## src/rtl/wb_seg_reg_cached.sv

```systemverilog
// MEM/WB segment register with a data-cache front end, load-data hold
// across stalls and per-access hit/miss performance counters.
module wb_seg_reg_cached #(
  parameter int XLEN  = 32,
  parameter int RD_W  = 5,
  parameter int RW_W  = 3,
  parameter int CNT_W = 32,
  localparam int BE_W  = XLEN / 8,
  localparam int OFF_W = (BE_W > 1) ? $clog2(BE_W) : 1
) (
  input  logic             clk,
  input  logic             rst,
  input  logic             en,
  input  logic             clear,
  output logic             stall_mem,
  input  logic [XLEN-1:0]  addr_m,
  input  logic [XLEN-1:0]  wdata_m,
  input  logic [BE_W-1:0]  we_m,
  input  logic             mem_to_reg_m,
  input  logic [XLEN-1:0]  result_m,
  input  logic [RD_W-1:0]  rd_m,
  input  logic [RW_W-1:0]  regwrite_m,
  output logic [XLEN-1:0]  cache_addr,
  output logic [XLEN-1:0]  cache_wdata,
  output logic [BE_W-1:0]  cache_be,
  output logic             cache_rd_req,
  output logic             cache_wr_req,
  input  logic             cache_miss,
  input  logic [XLEN-1:0]  cache_rdata,
  output logic [XLEN-1:0]  rdata_w,
  output logic [OFF_W-1:0] byte_off_w,
  output logic [XLEN-1:0]  result_w,
  output logic [RD_W-1:0]  rd_w,
  output logic [RW_W-1:0]  regwrite_w,
  output logic             mem_to_reg_w,
  input  logic [2:0]       cnt_sel,
  input  logic             cnt_clr,
  output logic [CNT_W-1:0] cnt_rdata
);

  logic            access;
  logic            complete;
  logic            hold_flag;
  logic [XLEN-1:0] hold_data;
  logic            saw_miss;
  logic            counted;
  logic [4:0]      inc;
  logic [CNT_W-1:0] cnt_q [5];

  assign cache_addr   = addr_m;
  assign cache_wdata  = wdata_m;
  assign cache_be     = we_m;
  assign cache_rd_req = mem_to_reg_m;
  assign cache_wr_req = |we_m;

  assign access    = cache_rd_req | cache_wr_req;
  assign stall_mem = access & cache_miss;
  assign complete  = access & ~cache_miss & ~counted;
  assign rdata_w   = hold_flag ? hold_data : cache_rdata;

  always_ff @(posedge clk or posedge rst) begin
    if (rst) begin
      byte_off_w   <= '0;
      result_w     <= '0;
      rd_w         <= '0;
      regwrite_w   <= '0;
      mem_to_reg_w <= 1'b0;
    end else if (en) begin
      if (clear) begin
        byte_off_w   <= '0;
        result_w     <= '0;
        rd_w         <= '0;
        regwrite_w   <= '0;
        mem_to_reg_w <= 1'b0;
      end else begin
        byte_off_w   <= addr_m[OFF_W-1:0];
        result_w     <= result_m;
        rd_w         <= rd_m;
        regwrite_w   <= regwrite_m;
        mem_to_reg_w <= mem_to_reg_m;
      end
    end
  end

  // Capture once on the first stalled edge so later cache changes are hidden
  always_ff @(posedge clk or posedge rst) begin
    if (rst) begin
      hold_flag <= 1'b0;
      hold_data <= '0;
    end else if (en) begin
      hold_flag <= 1'b0;
    end else if (!hold_flag) begin
      hold_flag <= 1'b1;
      hold_data <= rdata_w;
    end
  end

  always_ff @(posedge clk or posedge rst) begin
    if (rst) begin
      saw_miss <= 1'b0;
      counted  <= 1'b0;
    end else if (en) begin
      saw_miss <= 1'b0;
      counted  <= 1'b0;
    end else begin
      if (stall_mem) saw_miss <= 1'b1;
      if (complete)  counted  <= 1'b1;
    end
  end

  always_comb begin
    inc    = '0;
    inc[4] = stall_mem;
    if (complete) begin
      unique case (1'b1)
        cache_rd_req & ~saw_miss: inc[0] = 1'b1;
        cache_rd_req &  saw_miss: inc[1] = 1'b1;
        ~cache_rd_req & ~saw_miss: inc[2] = 1'b1;
        default:                  inc[3] = 1'b1;
      endcase
    end
  end

  always_ff @(posedge clk or posedge rst) begin
    if (rst) begin
      for (int i = 0; i < 5; i++) cnt_q[i] <= '0;
    end else begin
      for (int i = 0; i < 5; i++) begin
        if (cnt_clr)
          cnt_q[i] <= '0;
        else if (inc[i] && (cnt_q[i] != '1))
          cnt_q[i] <= cnt_q[i] + 1'b1;
      end
    end
  end

  always_comb begin
    cnt_rdata = '0;
    case (cnt_sel)
      3'd0:    cnt_rdata = cnt_q[0];
      3'd1:    cnt_rdata = cnt_q[1];
      3'd2:    cnt_rdata = cnt_q[2];
      3'd3:    cnt_rdata = cnt_q[3];
      3'd4:    cnt_rdata = cnt_q[4];
      default: cnt_rdata = '0;
    endcase
  end

endmodule
```

## config.mk

```make
export PLATFORM = sky130hd
export DESIGN_NAME = wb_seg_reg_cached
export DESIGN_NICKNAME = d
export VERILOG_FILES = /design/src/rtl/wb_seg_reg_cached.sv
export SDC_FILE = /design/constraint.sdc
export NUM_CORES = 1
export LEC_CHECK = 0
export ABC_AREA = 1
export BUFFER_PORTS_ARGS = -buffer_cell sky130_fd_sc_hd__buf_2
export CORE_MARGIN = 2
export CORE_UTILIZATION = 56
export CTS_CLUSTER_SIZE = 20
export DETAILED_ROUTE_END_ITERATION = 6
export PLACE_DENSITY = 0.81
export SYNTH_ARGS = -nofsm -noshare
export SYNTH_HDL_FRONTEND = slang
export SYNTH_SLANG_ARGS = --single-unit
```

## constraint.sdc

```tcl
create_clock -name clk -period 9.3 [get_ports clk]
set_input_delay 1.395 -clock clk [delete_from_list [all_inputs] [get_ports clk]]
set_output_delay 1.395 -clock clk [all_outputs]
set_load 0.01 [all_outputs]
```

==> flow_results.org, run 1 <==
** GRT
- Antenna violations before repair :: 6
- The first global-routing pass estimated 80.8 mm of wire.
- In the global route stage, overall resource usage came out at 35.3%.
- Summed over all layers, the global routing overflow is 0.
- Pin count of the biggest net entering global routing :: 105
- The number of global-route vias before repair was ~15,000.

** Min path
- The path with the worst hold slack has its endpoint at result_w[25]$_DFFE_PP0P_.
- The worst hold path belongs to the class reg2reg.
- Counting instances, the worst hold path has a depth of 2.
- In this run the most critical hold path is launched from result_w[25]$_DFFE_PP0P_.

** Power and ir drop
- In this run switching power makes up 26.8% of total power.
- Share of total power in the clock network :: roughly 47%
- In this run the power spent charging and discharging nets is 656 uW.
- In this run the static leakage power is 7.94 nW.
- Combinational cells account for 8.7% of the total power.
- Per report_power, the sequential group accounts for between 40% and 50% of the total.
- Internal portion of total power :: ~1.8 mW
- Across the VDD grid, the largest voltage drop is 0.000181 V.
- For this design the ratio of total power to cell area is 142 mW/mm^2.

** STA
- Setup repair after global routing missed its margin :: false
- Hold Fails Final Rpt :: 0
- Transition time of the tightest slew-check pin :: between 1 and 1.5 ns
- After layout, the worst path uses 52.5% of the clock period.
- Fin crit period :: 4.88 ns
- Maximum clock frequency :: slightly above 0.2 GHz
- Summed over all failing endpoints, the final setup total negative slack is 0 ns.
- Setup violations remaining at the end of the flow were counted as 0.
- The clock arrives with 0.0241 ns of skew.
- Worst relative slew slack :: between 10% and 20%
- The max-slew violation count came to 0.

** Routing
- Wirelength per Cell :: 18.1 um
- Number of nets with antenna violations after routing :: 0
- The first TritonRoute pass finished after 6 iterations.
- Summed over all layers, the routed wires come to around 52 mm.
- For this block, the via count after detailed routing is 15,900.
- For this run, design rule violations remaining after detail routing come to 0.
- The first routing iteration left 1,606 violations.
- After detailed routing, the number of vias per cell comes to 5.60.

** Yosys
- Synthesized netlist cell count :: around 2,300
- Among all flip-flop cells after synthesis, the most frequent one is sky130_fd_sc_hd__dfrtp_1.
- Sequential cells were found to cover between 30% and 40% of the synthesized design area.
- The netlist uses 37 different library cells.
- Synth Area per Inst :: 6.65 um^2
- For this run, asynchronously set or reset flops after synthesis account for 100%.
- Yosys Warn Count :: 0
- In this run, synthesis inferred 0 flip-flops with an integrated enable.
- The synthesized netlist occupies a cell area of roughly 0.016 mm^2.
- Counting flops and latches in the post-synthesis netlist gives 238.
- Syn_nets :: 2,503

** Clocking
- Clock sink count :: 238
- Clock latency on the worst-skew pair :: 0.57 ns
- Clock-pin slew on the worst setup and hold paths :: 0.06 ns
- In this run, post-CTS hold repair placed 0 buffers.
- The tree is rooted in a sky130_fd_sc_hd__clkbuf_16.
- PostCTS Resize Cnt :: 0
- TritonCTS built the clock tree.
- In this run the number of H-tree levels came out at 1.
- The number of setup buffers added after CTS is 0.
- TritonCTS buffer count :: 28
- The longest clock path from root to sink contains 3 buffers.

** Setup path
- The setup check on the worst reg-to-reg path leaves a slack of between 6 and 7 ns.
- Required time of the critical path :: 7.91 ns
- R2r endpoint :: cnt_q[40]$_DFFE_PP0P_
- Reg2Reg Launch Point :: cnt_q[33]$_DFFE_PP0P_
- Crit. End Element :: primary output
- Crit Path Category :: in2out
- Of all nets on the critical path, the largest fanout is 32.
- CP arrival :: 3.49 ns
- Length in cells of the worst reg-to-reg path :: 10
- Critical path startpoint category :: input port

** Floorplanning
- The die covers around 0.03 mm^2.
- Horizontal die dimension :: roughly 170 um
- Core area :: approximately 0.028 mm^2
- Standard-cell row count :: 61
- Count of pins on the block boundary :: 328
- For this configuration, the core starts out at a cell density of roughly 57%.
- Die boundary height :: 171 um

** Final layout
- The post-route netlist has between 10% and 20% of its cells at a drive strength greater than 1.
- Net count reported at finish :: about 2,600
- Final Util :: 62.5%
- Count of filler cells inserted in the layout :: about 2,600
- P&R area growth vs syn :: 10.5%

** Status
- Run status :: complete, no violations

** Placement
- Detailed placement finished with a half-perimeter wire length of 39.0 mm.
- Gp weighted congestion :: a little over 1
- IO Port Bufs :: 203

** Run
- Max-cap violations :: 0
[area by class of cell]
| cell class | count | area [um^2] | share of cell area [%] |
|---|---|---|---|
| inverters | 272 | 1040 | 6.00 |
| diodes | 6 | 15.0 | 0.0870 |
| clock inverters | 19 | 233 | 1.35 |
| well taps | 378 | 473 | 2.74 |
| multi-input cells | 1688 | 7740 | 44.9 |
| flip-flops and latches | 238 | 5960 | 34.5 |
| repair buffers | 211 | 1080 | 6.24 |
| clock buffers | 32 | 726 | 4.21 |
[synthesized netlist by cell type, types with 6 or more instances]
library cell               count  area share [%]
sky130_fd_sc_hd__nor3_1        6            0.19
sky130_fd_sc_hd__o21ai_0     156             5.0
sky130_fd_sc_hd__buf_6         7            0.50
sky130_fd_sc_hd__o21ai_1      31            0.99
sky130_fd_sc_hd__xor2_1       43             2.4
sky130_fd_sc_hd__buf_4        72             3.5
sky130_fd_sc_hd__nand2_1     760              18
sky130_fd_sc_hd__nor2_1      277             6.7
sky130_fd_sc_hd__dfrtp_1     238              38
sky130_fd_sc_hd__nand2_4       6            0.43
sky130_fd_sc_hd__buf_2        11            0.35
sky130_fd_sc_hd__nand2_2      11            0.44
sky130_fd_sc_hd__nor2_2       11            0.44
sky130_fd_sc_hd__o22ai_1      22            0.88
sky130_fd_sc_hd__a21oi_1      49             1.6
sky130_fd_sc_hd__clkbuf_1     51             1.2
sky130_fd_sc_hd__nand3_1     210             6.7
sky130_fd_sc_hd__xnor2_1      24             1.3
sky130_fd_sc_hd__nand4_1      48             1.9
sky130_fd_sc_hd__inv_1       269             6.5
[metal layers]
metal	wire, um	vias up	track usage [%]
met2	23400	805	55.9
met1	19800	7451	45.2
met5	0	-	0
li1	-	7522	-
met3	4870	135	7.06
met4	3500	0	20.4
[logic make-up (layout without fill, tap and decap cells)]
kind of cell,after synthesis,count (layout),synth area share (%)
flip-flops,238,238,38.1
buffers and inverters,422,534,12.4
multiplexers,2,2,0.128
other,0,6,0
XOR/XNOR,67,67,3.76
AO/OA/AOI/OAI,260,260,8.55
adder cells (fa/ha/maj),5,5,0.400
AND/OR/NAND/NOR,1354,1354,36.6
[power by group through the flow]
| stage | logic, mW | clock network, mW | registers [mW] |
|---|---|---|---|
| 2_1_floorplan | 0.152 | 0 | 1.11 |
| 3_3_place_gp | 0.209 | 0 | 1.11 |
| 3_5_place_dp | 0.212 | 0 | 1.11 |
| 4_1_cts | 0.214 | 1.15 | 1.09 |
| 5_1_grt | 0.236 | 1.20 | 1.09 |
| 6_report | 0.212 | 1.14 | 1.09 |
[per-stage QoR]
step                      cells  hold slack [ns]  power, mW  worst slack, ns  instance area, um^2
after floorplan            2348            0.492       1.26             1.37                15600
after global placement     2787            0.463       1.32             4.55                16300
after detailed placement   2787            0.470       1.32             4.49                16300
after CTS                  2838            0.486       2.46             4.48                17200
after global routing       2842            0.518       2.53             4.26                17300
final                      2844            0.484       2.44             4.42                17300
[worst max-delay path, cell delays in order]
cell and delay [ns]:
sky130_fd_sc_hd__buf_2 0.18, sky130_fd_sc_hd__inv_1 0.12, sky130_fd_sc_hd__nand3_1 0.89, sky130_fd_sc_hd__o21ai_0 0.51, sky130_fd_sc_hd__inv_1 0.08, sky130_fd_sc_hd__nand4_1 0.15
sky130_fd_sc_hd__buf_2 0.16
[worst max path at each step]
| stage | startpoint | endpoint | slack (ns) | cells past startpoint |
|---|---|---|---|---|
| floorplan | rst | byte_off_w[0]$_DFFE_PP0P_ | 1.37 | 1 |
| global placement | cnt_sel[2] | cnt_rdata[14] | 4.55 | 7 |
| detailed placement | cnt_sel[2] | cnt_rdata[14] | 4.49 | 7 |
| CTS | cnt_sel[2] | cnt_rdata[14] | 4.48 | 7 |
| global route | cnt_sel[2] | cnt_rdata[11] | 4.26 | 7 |
| finish | cnt_sel[2] | cnt_rdata[14] | 4.42 | 7 |
[registers in the layout (all words and copies together), names as in the netlist]
signal	count
rd_w	5
mem_to_reg_w	1
result_w	32
counted	1
cnt_q	160
hold_data	32
saw_miss	1
byte_off_w	2
hold_flag	1
regwrite_w	3
[cell usage in the layout (no fill, tap or decap), types with 4 or more instances in the layout]
| cell | instances |
|---|---|
| sky130_fd_sc_hd__xnor2_1 | 24 |
| sky130_fd_sc_hd__diode_2 | 6 |
| sky130_fd_sc_hd__xor2_1 | 43 |
| sky130_fd_sc_hd__nor2_1 | 274 |
| sky130_fd_sc_hd__inv_6 | 4 |
| sky130_fd_sc_hd__buf_2 | 203 |
| sky130_fd_sc_hd__nand3_1 | 210 |
| sky130_fd_sc_hd__buf_4 | 8 |
| sky130_fd_sc_hd__o22ai_1 | 22 |
| sky130_fd_sc_hd__dfrtp_1 | 237 |
| sky130_fd_sc_hd__o21ai_0 | 156 |
| sky130_fd_sc_hd__nor2_4 | 6 |
| sky130_fd_sc_hd__clkinv_2 | 4 |
| sky130_fd_sc_hd__clkinvlp_4 | 5 |
| sky130_fd_sc_hd__nand4_1 | 48 |
| sky130_fd_sc_hd__inv_1 | 268 |
| sky130_fd_sc_hd__nor2_2 | 13 |
| sky130_fd_sc_hd__nand3b_1 | 5 |
| sky130_fd_sc_hd__or2_2 | 4 |
| sky130_fd_sc_hd__clkbuf_16 | 28 |
| sky130_fd_sc_hd__nand3_2 | 4 |
| sky130_fd_sc_hd__nand2_2 | 11 |
| sky130_fd_sc_hd__ha_1 | 5 |
| sky130_fd_sc_hd__nor3_1 | 5 |
| sky130_fd_sc_hd__nand2_4 | 6 |
| sky130_fd_sc_hd__nand2_1 | 760 |
| sky130_fd_sc_hd__o21ai_1 | 31 |
| sky130_fd_sc_hd__a21oi_1 | 49 |
No activity file was read; power rests on OpenSTA's default activity.
==> run 2: changes to the inputs <==
==> constraint.sdc (replaced) <==
create_clock -name clk -period 4.68 [get_ports clk]
set_input_delay 0.702 -clock clk [delete_from_list [all_inputs] [get_ports clk]]
set_output_delay 0.702 -clock clk [all_outputs]
set_load 0.01 [all_outputs]
==> run 2 against run 1 <==
Compared with the run above: sequential cell count unchanged; final cell count unchanged; core utilization increased by 0.23 points; setup slack got worse by 2.9 ns; critical path depth increased by 1; final area increased by 0.36%; critical path type unchanged.
==> flow_results.org, run 2 (synthesized netlist as in run 1, its figures left out) <==
** Status
- Run status :: complete, no violations

** Setup path
- Critical path peak fanout :: 22
- The number of cells on the worst reg-to-reg path is 10.
- R2r endpoint :: cnt_q[41]$_DFFE_PP0P_
- Worst R2R Setup Slack :: 1.95 ns
- At the worst endpoint, the arrival time is 2.41 ns.
- The worst setup path is of the in2out kind.
- Critical path startpoint category :: input port
- Crit. End Element :: primary output
- Reg2Reg Launch Point :: cnt_q[33]$_DFFE_PP0P_
- Required time of the critical path :: 3.98 ns

** STA
- Worst relative slew slack :: 21.4%
- Hold Fails Final Rpt :: 0
- For this run, the top clock speed supported by timing is 0.321 GHz.
- Number of pins with negative max-slew slack in the final report :: 0
- Setup repair after global routing left no endpoint under its margin.
- In the post-route analysis, the smallest setup slack over all paths is 1.56 ns.
- The smallest clock period supported by the final layout is computed as 3.12 ns.
- Skew final :: about 0.0082 ns
- Final hold analysis gives a worst-case slack of 0.0561 ns.
- Fin crit share :: 66.6%
- Transition time of the tightest slew-check pin :: 1.18 ns
- Total negative slack for setup checks :: 0 ns
- Endpoints failing setup :: 0

** GRT
- For this run the aggregate overflow at the end of global routing stands at 0.
- Global routing usage summed across all routing layers :: ~36%
- Entering global routing, the biggest net connects 187 pins.
- Number of global-route vias before repair :: 14,600
- The number of antenna violations at the first check in global routing came to 5.
- Wire length of the first global-routing pass :: 81.4 mm

** Floorplanning
- From left edge to right edge, the die measures ~170 um.
- During I/O placement, the number of pins put on the boundary was 328.
- The floorplan step set the die height to 171 um.
- The die covers 0.0292 mm^2.
- Core area :: 0.0276 mm^2
- After floorplanning, the core was divided into 61 placement rows.
- Initial cell density of the core :: between 50% and 60%

** Final layout
- After the last flow step, the layout net total stands at roughly 2,600.
- The register with the most flip-flops in the layout has 160 of them.
- Compared with the post-synthesis result, the final layout area differs by 10.9%.
- In the final layout, the registers with the most flip-flops are cnt_q: 160 flops, hold_data: 32 flops, result_w: 32 flops.
- In the layout the commonest cells are 760 x sky130_fd_sc_hd__nand2_1, 274 x sky130_fd_sc_hd__nor2_1, 268 x sky130_fd_sc_hd__inv_1.
- The register with the most flip-flops in the final layout is cnt_q.
- Leaving out fill and tap cells, the most frequent cell in the layout is sky130_fd_sc_hd__nand2_1.
- Layout cell share with drive strength beyond 1 :: roughly an eighth
- Final Util :: 62.7%

** Routing
- After the first detailed-routing iteration, the DRC count stood at 1,823.
- Post-DR vias/cell :: roughly 5.6
- Dividing the detail-routed wire length by the instance count gives 18.4 um.
- The first detailed-routing pass took 6 iterations.
- In this run the remaining antenna-violating nets after routing total 0.
- Overall routed net length :: 52.4 mm
- Via count :: 15,900
- DRC violations left :: 0

** Clocking
- After clock tree synthesis, the repair step resized 0 gates.
- Clock latency on the worst-skew pair, taken at its later pin, is 0.55 ns.
- In this run the deepest clock path goes through 3 buffers.
- After clock tree synthesis, the clock-pin slew on the worst setup and hold paths is 0.06 ns.
- Clock sink count :: 238
- Master cell of the clock root buffer :: sky130_fd_sc_hd__clkbuf_16
- Buffers inserted during clock tree synthesis total 28.
- H-tree depth reported by CTS :: 1
- Hold buffers post-CTS :: 0
- Clock tree from TritonCTS :: done
- Post-CTS Repair Setup Buffers :: 0

** Placement
- Detailed placement ended at an HPWL of 39.2 mm.
- Gp weighted congestion :: 1.01
- Prior to clock tree synthesis, the placed netlist has a worst setup slack of 1.68 ns.
- IO Port Bufs :: 203

** Power and ir drop
- Pwr per Cell Area :: ~290 mW/mm^2
- In this run the static leakage power is about 8 nW.
- Pwr Total :: 4.95 mW
- Maximum vdd ir drop :: slightly above 0.0003 V

** Min path
- HP Class :: in2async

** Run
- The tool flagged a number of max-cap violations equal to 0.
[run 2: through the flow]
stage / instances / cell area (um^2)
4_1_cts: 2840 / 17300
3_3_place_gp: 2790 / 16300
2_1_floorplan: 2348 / 15600
3_5_place_dp: 2790 / 16300
5_1_grt: 2844 / 17300
6_report: 2844 / 17300
[run 2: worst max-delay path by stage]
stage | cells past startpoint | end | from
after floorplan | 1 | byte_off_w[0]$_DFFE_PP0P_ | rst
after global routing | 8 | cnt_rdata[4] | cnt_sel[1]
after global placement | 8 | cnt_rdata[17] | cnt_sel[1]
final | 8 | cnt_rdata[12] | cnt_sel[1]
after CTS | 8 | cnt_rdata[12] | cnt_sel[1]
after detailed placement | 8 | cnt_rdata[12] | cnt_sel[1]
[run 2: cell type report]
class / count / area, um^2
Tap cell: 378 / 473
Clock inverter: 12 / 186
Sequential cell: 238 / 5960
Timing Repair Buffer: 214 / 1110
Multi-Input combinational cell: 1688 / 7740
Clock buffer: 38 / 808
Inverter: 272 / 1030
Fill cell: 2559 / 10300
Antenna cell: 4 / 10.0
[run 2: critical path, cell delays in order]
cell and delay (ns):
sky130_fd_sc_hd__buf_2 0.14, sky130_fd_sc_hd__nor2_1 0.10, sky130_fd_sc_hd__buf_4 0.18, sky130_fd_sc_hd__nand2_1 0.58, sky130_fd_sc_hd__o22ai_1 0.39, sky130_fd_sc_hd__inv_1 0.07
sky130_fd_sc_hd__nand4_1 0.10, sky130_fd_sc_hd__buf_2 0.14
[run 2: report_power, final]
part / total (mW) / internal, mW / switching [mW]
clock network: 2.35 / 1.43 / 0.925
registers: 2.17 / 2.13 / 0.0410
logic: 0.426 / 0.129 / 0.297
[run 2: per-layer routing]
layer | vias to the layer above | track usage (%) | routed length, um
met2 | 782 | 56.5 | 23700
li1 | 7514 | - | -
met4 | 2 | 18.3 | 3220
met1 | 7475 | 47.5 | 21200
met5 | - | 0 | 13
met3 | 132 | 5.64 | 4280
==> run 3: changes to the inputs <==
--- a/config.mk
+++ b/config.mk
@@ -5,10 +5,10 @@
 export SDC_FILE = /design/constraint.sdc
 export NUM_CORES = 1
 export LEC_CHECK = 0
-export ABC_AREA = 1
+export ABC_AREA = 0
 export BUFFER_PORTS_ARGS = -buffer_cell sky130_fd_sc_hd__buf_2
 export CORE_MARGIN = 2
-export CORE_UTILIZATION = 56
+export CORE_UTILIZATION = 55
 export CTS_CLUSTER_SIZE = 20
 export DETAILED_ROUTE_END_ITERATION = 6
 export PLACE_DENSITY = 0.81
==> constraint.sdc (replaced) <==
create_clock -name clk -period 2.9 [get_ports clk]
set_input_delay 0.435 -clock clk [delete_from_list [all_inputs] [get_ports clk]]
set_output_delay 0.435 -clock clk [all_outputs]
set_load 0.01 [all_outputs]
==> run 3 against run 2 <==
Compared with the run above: clock skew decreased by 0.00061 ns; largest power group unchanged; core utilization increased by 1.2 points; sequential cell count unchanged; setup slack got worse by 1.2 ns; worst hold slack improved by 0.011 ns; synthesized area decreased by 9.0%; global-route usage decreased by 7.3 points; highest routed layer is now met4; via count decreased by 19%; sequential power increased by 62%; non-clock buffer count increased by 28; clock power increased by 70%; routed wire length decreased by 24%.
==> flow_results.org, run 3 <==
** Final layout
- P&R area growth vs syn :: 13.6%
- Count of filler cells inserted in the layout :: 2,075
- Of the cells placed in the final design, the portion with a size suffix greater than 1 is between 20% and 30%.
- Registers with the highest flip-flop counts :: cnt_q: 160 flops, hold_data: 32 flops, result_w: 32 flops
- Net count reported at finish :: 1,787
- Area used by multi-input combinational logic :: 0.00711 mm^2
- Counting flops per register, the top entry is cnt_q.
- The library cells used most frequently in the layout, excluding fill and tap cells, are 238 x sky130_fd_sc_hd__dfrtp_1, 202 x sky130_fd_sc_hd__buf_2, 108 x sky130_fd_sc_hd__mux2_2.
- Registers take ~0.006 mm^2.
- Summing all non-filler instances in the final layout gives an area of 0.0161 mm^2.
- The library cell used most frequently in the layout, excluding fill and tap cells, is sky130_fd_sc_hd__dfrtp_1.
- Max reg flops :: between 150 and 200

** GRT
- The number of global-route vias before repair is 11,800.
- Antenna violations before repair :: 1
- Entering global routing, the biggest net connects 150 pins.
- Global routing used ~28% of the available tracks.
- Wire length of the first global-routing pass :: 62.3 mm
- For this run the aggregate overflow at the end of global routing stands at 0.

** Floorplanning
- The core region is about 0.025 mm^2.
- Die boundary height :: 165 um
- Horizontal die dimension :: 165 um
- Count of pins on the block boundary :: approximately 330
- Standard-cell row count :: 58
- Initial cell density of the core :: roughly 56%
- Die outline area :: 0.0271 mm^2

** Setup path
- Together, buffers and inverters on the worst path number 0.
- Cell breakdown of the critical path :: ha_1 > nand4_1 > or4_4 > or3_1 > or4_1 > a21oi_1
- Timing startpoint of the critical path :: cnt_q[96]$_DFFE_PP0P_
- The setup path with the least slack is of type reg2reg.
- Length in cells of the worst reg-to-reg path :: 6
- Worst path slowest cell :: sky130_fd_sc_hd__or4_4
- Kind of cell with the highest combined delay on the critical path :: simple AND/OR/NAND/NOR gates
- The worst register-to-register path begins at cnt_q[96]$_DFFE_PP0P_.
- Largest stage delay on the critical path :: 0.56 ns
- Required time of the critical path :: 3.35 ns
- Crit. End Element :: register
- The worst setup path is launched from a register.
- The worst register-to-register path ends at cnt_q[126]$_DFFE_PP0P_.
- In this run the worst path has a maximum fanout of 9.
- At the worst endpoint, the arrival time is 3.01 ns.
- The worst register-to-register path has a setup slack of 0.33 ns.

** Yosys
- Synthesis handed over a netlist of 1,533 instances.
- Yosys attributes the largest share of cell area to sky130_fd_sc_hd__dfrtp_1 42%, sky130_fd_sc_hd__mux2_2 8.6%, sky130_fd_sc_hd__buf_4 3.6%, sky130_fd_sc_hd__a21oi_1 3.6%, sky130_fd_sc_hd__a22oi_1 3.4%.
- Share of synthesized flip-flops with an asynchronous set or reset :: 100%
- Count leader, synth :: sky130_fd_sc_hd__dfrtp_1
- The mapped netlist covers 0.0142 mm^2.
- Share of the synthesized area in the top cell type :: 41.9%
- Main flop type after synthesis :: sky130_fd_sc_hd__dfrtp_1
- The netlist uses 61 different library cells.
- For this run, the number of Yosys warnings is 0.
- Syn_nets :: 1,688
- EDFF count, synth :: 0
- Flops & latches, synth :: 238
- A synthesized cell averages 9.27 um^2.
- The biggest area contributor in the post-synthesis netlist is sky130_fd_sc_hd__dfrtp_1.
- Counting instances in the post-synthesis netlist gives the leading cell types as 238 x sky130_fd_sc_hd__dfrtp_1, 108 x sky130_fd_sc_hd__mux2_2, 103 x sky130_fd_sc_hd__a21oi_1, 93 x sky130_fd_sc_hd__clkbuf_1, 92 x sky130_fd_sc_hd__o21ai_0.
- Sequential elements use between 40% and 50% of the synthesized area.

** Clocking
- Clock latency on the worst-skew pair :: approximately 0.53 ns
- In this run, CTS created clock tree buffers numbering 27.
- Gates resized during post-CTS repair numbered 0.
- Post-CTS Repair Setup Buffers :: 0
- H-tree depth reported by CTS :: 1
- TritonCTS built the clock tree.
- The clock passes through at most 3 buffers.
- Hold buffers post-CTS :: 0
- After clock tree synthesis, the clock-pin slew on the worst setup and hold paths is 0.06 ns.
- Clock sink count :: around 240
- Master cell of the clock root buffer :: sky130_fd_sc_hd__clkbuf_16

** Power and ir drop
- Sequential cell fraction of total power :: 42.5%
- The internal power of the cells totals 6.34 mW.
- Combinational logic burns under 10% of the power.
- The analysis attributes to cell leakage a power of approximately 6.5 nW.
- Pwr per Cell Area :: about 500 mW/mm^2
- In this run the power spent charging and discharging nets is 1.92 mW.
- After layout, the design draws a total of 8.26 mW.
- Net Sw Frac :: 23.3%
- Maximum vdd ir drop :: 0.000420 V
- Share of total power in the clock network :: 48.4%

** Placement
- IO Port Bufs :: 203
- Post-DP HPWL :: 27.6 mm
- Gp weighted congestion :: around 0.96
- Once placement finished, the instance area stood at 0.0151 mm^2.

** Routing
- The final layout contains routed wiring with a total length of 40.0 mm.
- Met1 routed wirelength after detailed routing :: 16.3 mm
- After detailed routing, the number of remaining DRC violations is 0.
- Sum of met2 wire segment lengths after detailed routing :: 19.4 mm
- Wirelength per Cell :: 20.2 um
- The detail route stage leaves a number of antenna-violating nets equal to 0.
- Count of routing violations after the opening detailed-route iteration :: about 1,600
- Across all layers, the routed design uses 12,900 vias.
- Signal routing reaches up to met4.
- For this run, the detailed router's first-pass iteration total came to 6.
- Post-DR vias/cell :: 6.49
- Detailed routing placed a total of 2.95 mm of wire on met3.

** STA
- For the pin with the worst max-slew slack, the measured transition is a little under 0.8 ns.
- Setup violations remaining at the end of the flow were counted as 0.
- Headroom to the max-slew limit came out at 48.2%.
- Fin crit share :: between 80% and 90%
- Fin crit period :: 2.57 ns
- Skew final :: 0.00760 ns
- Maximum clock frequency :: roughly 0.39 GHz
- Hold Fails Final Rpt :: 0
- Number of pins with negative max-slew slack in the final report :: 0
- Setup repair after global routing left no endpoint under its margin.

** Status
- Run status :: complete, no violations

** Min path
- The min-delay analysis places its worst path in the category in2async.

** Run
- The tool flagged a number of max-cap violations equal to 0.
[run 3: cell count changes after synthesis, sizes merged, moves of 38 or more]
cell / before / now
a21oi: 49 / 103
a22oi: 0 / 64
clkbuf: 55 / 93
inv: 272 / 66
mux2: 0 / 108
nand2: 777 / 71
nand3: 215 / 57
nor2: 295 / 68
o21ai: 187 / 92
o31ai: 0 / 52
or3: 0 / 54
or4: 0 / 63
xor2: 43 / 5
[run 3: cells by family after synthesis]
kind of cell	after synthesis	share of synthesized area, %
AO/OA/AOI/OAI	398	17.6
buffers and inverters	238	8.15
XOR/XNOR	22	1.36
multiplexers	111	8.77
flip-flops	238	41.9
AND/OR/NAND/NOR	521	21.8
adder cells (fa/ha/maj)	5	0.440
[run 3: per-layer routing]
layer	up-vias	track usage [%]
met2	580	46.4
met1	6281	38.7
met5	-	0
met4	0	10.2
li1	5905	-
met3	114	4.17
[run 3: worst min-delay path: cells and delay by family]
family,cells,cell delay [ns]
buffers and inverters,3,0.56
[run 3: stage by stage]
step                setup TNS (ns)  setup slack, ns  hold WS (ns)  cells  util, %
floorplan                  -155.86           -0.655         0.475   1533        -
global placement                 0            0.266         0.483   1933     59.8
detailed placement               0            0.235         0.492   1933     59.8
CTS                              0            0.350        0.0761   1983     63.9
global route                     0            0.201        0.0933   1983     63.9
finish                           0            0.335        0.0672   1984     63.9
[run 3: worst max-delay path by stage]
stage,end,slack (ns),depth (start not counted)
after floorplan,byte_off_w[0]$_DFFE_PP0P_,-0.65,1
after global placement,cnt_q[95]$_DFFE_PP0P_,0.27,6
after detailed placement,cnt_q[151]$_DFFE_PP0P_,0.23,6
after CTS,cnt_q[124]$_DFFE_PP0P_,0.35,6
after global routing,cnt_q[67]$_DFFE_PP0P_,0.20,7
final,cnt_q[126]$_DFFE_PP0P_,0.33,6
[run 3: cell type report]
| class | count | share of cell area [%] |
|---|---|---|
| Clock inverter | 14 | 1.70 |
| Antenna cell | 1 | 0.0155 |
| Tap cell | 330 | 2.56 |
| Inverter | 66 | 1.56 |
| Timing Repair Buffer | 242 | 8.43 |
| Multi-Input combinational cell | 1057 | 44.0 |
| Sequential cell | 238 | 36.9 |
| Clock buffer | 36 | 4.83 |
[run 3: power groups by stage]
stage          registers (mW)  clock network (mW)  logic (mW)
2_1_floorplan            3.58                   0       0.521
3_3_place_gp             3.56                   0       0.727
3_5_place_dp             3.57                   0       0.747
4_1_cts                  3.51                4.04       0.752
5_1_grt                  3.53                4.18       0.817
6_report                 3.51                4.00       0.748
